[config.mk]
export PLATFORM = sky130hd
export DESIGN_NAME = cpu0_core
export DESIGN_NICKNAME = d
export VERILOG_FILES = /design/src/rtl/cpu0_core.sv
export SDC_FILE = /design/constraint.sdc
export NUM_CORES = 2
export LEC_CHECK = 0
export ABC_CLOCK_PERIOD_IN_PS = 6900
export BUFFER_PORTS_ARGS = -buffer_cell sky130_fd_sc_hd__buf_4
export CORE_MARGIN = 8
export CORE_UTILIZATION = 55
export DETAILED_ROUTE_END_ITERATION = 10
export GPL_ROUTABILITY_DRIVEN = 0
export PLACE_DENSITY = 0.71
export REMOVE_ABC_BUFFERS = 1
export SYNTH_ARGS = -nofsm -noshare
export SYNTH_HDL_FRONTEND = slang
export SYNTH_SLANG_ARGS = --single-unit
[constraint.sdc]
create_clock -name clk -period 6.9 [get_ports clk]
set_input_delay 1.38 -clock clk [delete_from_list [all_inputs] [get_ports clk]]
set_output_delay 1.38 -clock clk [all_outputs]
set_load 0.02 [all_outputs]
[src/rtl/cpu0_core.sv]
// cpu0_core: 16-bit multi-cycle register CPU with a 16x16 register file, a four-flag
// ALU (c/z/v/s) and PC-relative branching. Instructions are fetched from an external
// combinational read-only program bus. A debug mux reads back PC, IR, flags or any
// register.
//
// Optional feature macro: CPU0_COND_JUMP_EN adds conditional relative jumps
// (0x44 JRC, 0x45 JRNC, 0x46 JRZ, 0x47 JRNZ). Without it, those opcodes are NOPs.
//
// Ports:
//   clk          system clock, rising edge
//   reset        asynchronous active-low reset; clears all state
//   data_bus     program word at address_bus
//   address_bus  program address, always equal to PC
//   wr           write strobe, constant 0 (no store instruction)
//   c, z, v, s   flag register: carry/borrow, zero, signed overflow, sign
//   sel          debug select: 00 PC, 01 IR, 10 flags, 11 R[reg_sel]
//   reg_sel      debug register index
//   reg_data     debug mux output (combinational)
module cpu0_core (
  input  logic        clk,
  input  logic        reset,
  input  logic [15:0] data_bus,
  output logic [15:0] address_bus,
  output logic        wr,
  output logic        c,
  output logic        z,
  output logic        v,
  output logic        s,
  input  logic [1:0]  sel,
  input  logic [3:0]  reg_sel,
  output logic [15:0] reg_data
);

  typedef enum logic [1:0] {StFetch, StOpnd, StExec} state_e;

  state_e      state_q;
  logic [15:0] pc_q;
  logic [15:0] ir_q;
  logic [15:0] opr_q;
  logic [15:0] regs_q [16];
  logic        c_q, z_q, v_q, s_q;

  // Opcodes that carry a second (operand) word: MVRD and immediate ALU f=0..6.
  function automatic logic is_two_word(input logic [7:0] op);
    return (op == 8'h81) || ((op[7:4] == 4'hA) && (op[3:0] <= 4'd6));
  endfunction

  // Decode of the latched instruction.
  logic [7:0]  op;
  logic [3:0]  dr, sr, alu_f;
  logic        is_mvrd, is_alur, is_alui, is_alu, take_jump;
  logic [15:0] jump_target;

  assign op      = ir_q[15:8];
  assign dr      = ir_q[7:4];
  assign sr      = ir_q[3:0];
  assign alu_f   = op[3:0];
  assign is_mvrd = (op == 8'h81);
  assign is_alur = (op[7:4] == 4'h6) && (alu_f <= 4'd6);
  assign is_alui = (op[7:4] == 4'hA) && (alu_f <= 4'd6);
  assign is_alu  = is_alur || is_alui;
  // PC already points past the jump word when EXEC runs.
  assign jump_target = pc_q + {{8{ir_q[7]}}, ir_q[7:0]};

`ifdef CPU0_COND_JUMP_EN
  logic cond_ok;
  always_comb begin
    cond_ok = 1'b0;
    unique case (op[1:0])
      2'd0: cond_ok = c_q;
      2'd1: cond_ok = !c_q;
      2'd2: cond_ok = z_q;
      2'd3: cond_ok = !z_q;
    endcase
  end
  assign take_jump = (op == 8'h40) || ((op[7:2] == 6'b010001) && cond_ok);
`else
  assign take_jump = (op == 8'h40);
`endif

  // ALU
  logic [15:0] alu_a, alu_b, alu_res;
  logic [16:0] sum17, diff17;
  logic        alu_c, alu_v;

  assign alu_a  = regs_q[dr];
  assign alu_b  = is_alui ? opr_q : regs_q[sr];
  assign sum17  = {1'b0, alu_a} + {1'b0, alu_b};
  // Bit 16 of the widened difference is the unsigned borrow (A < B).
  assign diff17 = {1'b0, alu_a} - {1'b0, alu_b};

  always_comb begin
    alu_res = 16'h0000;
    alu_c   = 1'b0;
    alu_v   = 1'b0;
    case (alu_f[2:0])
      3'd0: begin
        alu_res = sum17[15:0];
        alu_c   = sum17[16];
        alu_v   = (alu_a[15] == alu_b[15]) && (sum17[15] != alu_a[15]);
      end
      3'd1, 3'd6: begin
        alu_res = diff17[15:0];
        alu_c   = diff17[16];
        alu_v   = (alu_a[15] != alu_b[15]) && (diff17[15] != alu_a[15]);
      end
      3'd2:    alu_res = alu_a & alu_b;
      3'd3:    alu_res = alu_a | alu_b;
      3'd4:    alu_res = alu_a ^ alu_b;
      3'd5:    alu_res = alu_b;
      default: alu_res = 16'h0000;
    endcase
  end

  always_ff @(posedge clk or negedge reset) begin
    if (!reset) begin
      state_q <= StFetch;
      pc_q    <= 16'h0000;
      ir_q    <= 16'h0000;
      opr_q   <= 16'h0000;
      c_q     <= 1'b0;
      z_q     <= 1'b0;
      v_q     <= 1'b0;
      s_q     <= 1'b0;
      for (int i = 0; i < 16; i++) regs_q[i] <= 16'h0000;
    end else begin
      unique case (state_q)
        StFetch: begin
          ir_q    <= data_bus;
          pc_q    <= pc_q + 16'd1;
          state_q <= is_two_word(data_bus[15:8]) ? StOpnd : StExec;
        end
        StOpnd: begin
          opr_q   <= data_bus;
          pc_q    <= pc_q + 16'd1;
          state_q <= StExec;
        end
        StExec: begin
          if (is_mvrd) regs_q[dr] <= opr_q;
          if (is_alu) begin
            if (alu_f != 4'd6) regs_q[dr] <= alu_res;
            c_q <= alu_c;
            z_q <= (alu_res == 16'h0000);
            v_q <= alu_v;
            s_q <= alu_res[15];
          end
          if (take_jump) pc_q <= jump_target;
          state_q <= StFetch;
        end
        default: state_q <= StFetch;
      endcase
    end
  end

  assign address_bus = pc_q;
  assign wr          = 1'b0;
  assign c           = c_q;
  assign z           = z_q;
  assign v           = v_q;
  assign s           = s_q;

  always_comb begin
    reg_data = 16'h0000;
    unique case (sel)
      2'b00: reg_data = pc_q;
      2'b01: reg_data = ir_q;
      2'b10: reg_data = {12'b0, c_q, z_q, v_q, s_q};
      2'b11: reg_data = regs_q[reg_sel];
    endcase
  end

endmodule

==> reports/metrics.cfg <==
[critical_path]
crit_start = ir_q[4]
rrSetupSlack_ps = 1010
critPathCapture = regs_q[159]
crit-reg2reg-launch = ir_q[4]
timing.rr.end = regs_q[159]
endpoint_kind = flip-flop
start_kind = flip-flop
reg2reg_depth = 13
path_class = flip-flop to flip-flop
timing.critical_path.fanout_max = 49
cp_data_required_time_ps = 7410
cp.arrival_ps = 6390

[synthesis]
synth_warnings = 0
ys_seq_elements = 310
avgSynthCellArea_sq_um = 10.1
synth_edf_count = 0
synth_area_leader_cell = dfrtp_1
synth_cell_types = 82
synthTopCellsByCount = 310 x dfrtp_1, 225 x mux4_2, 213 x mux2i_1
yosys-top-cells-area = dfrtp_1 29%, mux4_2 19%, mux2i_1 8.1%
yosysSeqAreaShare_pct = 29.3
syn_area_sq_mm = 0.0265
yosysMostFrequentCell = dfrtp_1
ys.flop_type = dfrtp_1
synthCells = 2625
async_flop_share_pct = 100
netlist.area_leader.share_pct = 29.3

[sta]
rsz0062_at_grt = no
relSlewSlack_pct = 6.04
clock.fmax_mhz = 170
hold_slack_ps = 532
final.setup.worst_slack_ps = 1010
max_slew.worst_pin.slew_ps = 1410
report.final.slew_viol_count = 0
period_share_pct = 85.3
hold_violations = 0
skew_ps = 19.2
setup_viol = 0
min_period_ps = 5890

[cts]
clock_sinks = 310
ctsHoldBuffers = 0
clock-root-buffer = clkbuf_16
numCtsBuffers = 38
clock_path_buffers = 3
cts_tree = yes
htreeDepth = 2
path_clk_slew_ps = 60
clock_latency_ps = 590
cts_setup_buffers = 0
cts-resized-gates = 0

[power_and_ir_drop]
p_total_mw = 14.1
vdd_drop_max_uv = 301
cellPowerDensity_mw_per_mm2 = 494
p_leak_nw = 12.3

[routing]
drt_wl_total_um = 110000
dr.pass1.iters = 10
viasPerCell = 8.20
ant_nets = 0
drc = 0
vias = 25900
drt-initial-drc-count = 4448
wl_per_cell_um = 34.8

[cells_and_area]
final_util_pct = 59.9
drive_gt1_share_pct = 21.3
area_delta_synth_final_pct = 7.86
num-nets-final = 2609

[die]
dieArea_sq_mm = 0.0554
num_rows = 80
coreArea_sq_mm = 0.0476
die-height_um = 235
ioPinCount = 61
start_util_pct = 55.5
die_w_um = 235

[place]
dp_hpwl_um = 70100
port_buffers = 59
dpl_worst_slack_ps = 1160

[grt]
grt_remaining_overflow = 0
first_global_vias = 25000
grt.total_usage_pct = 38.3
grt_pass1_wl_um = 162000
grt_start_max_net_pins = 105
antenna_found_initial = 2

[job]
cap_violations = 0

[outcome]
status = complete, no violations

[min_path]
hp-class = flip-flop to flip-flop

[registers in the layout, indices dropped and copies added, names as in the netlist]
signal	count
v	1
state_q	2
s	1
regs_q	256
c	1
z	1
opr_q	16
address_bus	16
ir_q	16
[logic make-up after synthesis]
group                      share of synthesized area (%)
adders and majority gates                           3.30
and+or+nand+nor                                     9.88
AOI/OAI and AO/OA                                   20.8
xor gates and xnor gates                           0.530
other                                             0.0142
muxes                                               31.0
DFF                                                 29.3
buffers and inverters                               5.18
[metrics by stage]
step | instance area [sq um] | instances | TNS (ps)
2_1_floorplan | 25300 | 2347 | -801990
3_3_place_gp | 27300 | 3092 | 0
3_5_place_dp | 27300 | 3092 | 0
4_1_cts | 28500 | 3159 | 0
5_1_grt | 28500 | 3159 | 0
6_report | 28500 | 3163 | 0
[worst min-delay path by stage]
| stage | to | depth (start not counted) | startpoint | slack, ps |
|---|---|---|---|---|
| finish | v | 2 | v | 530 |
| global placement | v | 2 | v | 490 |
| detailed placement | v | 2 | v | 510 |
| global route | address_bus[15] | 1 | address_bus[15] | 550 |
| floorplan | state_q[1] | 1 | state_q[1] | 490 |
| CTS | v | 2 | v | 520 |
[metal layers]
| layer | GRT usage [%] | vias up | part of all wire [%] |
|---|---|---|---|
| met5 | 0 | - | 0.018 |
| met4 | 27.1 | 2 | 9.0 |
| met3 | 16.7 | 694 | 17 |
| met2 | 54.0 | 2610 | 41 |
| met1 | 46.6 | 12600 | 33 |
| li1 | - | 10000 | - |
[area by class of cell]
class	instances	area [sq um]
Clock buffer	58	1130
Timing Repair Buffer	130	1030
Sequential cell	310	7770
Inverter	62	233
Clock inverter	9	148
Tap cell	615	769
Multi-Input combinational cell	1975	17400
Antenna cell	4	10.0
Fill cell	3848	19100
[report_power, final]
group	internal, mW	total [mW]	switching, mW
Combinational	3.33	8.38	5.05
Sequential	2.40	3.58	1.18
Clock	1.28	2.14	0.868
Total	7.01	14.1	7.09
[critical path, cell delays in order, from the launching register on]
cell	delay, ps
dfrtp_4	1050
buf_4	460
mux4_2	560
mux4_2	540
ha_1	500
inv_1	220
o31a_1	340
nand2b_1	200
and3b_1	250
o21ai_0	280
o21ai_0	170
o22ai_2	830
o22ai_1	190
a31oi_1	200
[cells in the final DEF, fill, tap and decap left out, drive strengths merged, types with 19 or more instances in the layout]
cell type	instances
inv	62
mux4	230
a32oi	19
a22o	154
nor3	31
nor2	136
a21oi	155
nand2b	31
dfrtp	310
mux2	77
o22a	26
nor2b	23
o22ai	204
o21ai	104
nand2	197
ha	65
mux2i	213
o211ai	20
buf	130
nand3	78
a22oi	23
clkbuf	58
(Power assumes the default switching activity.)
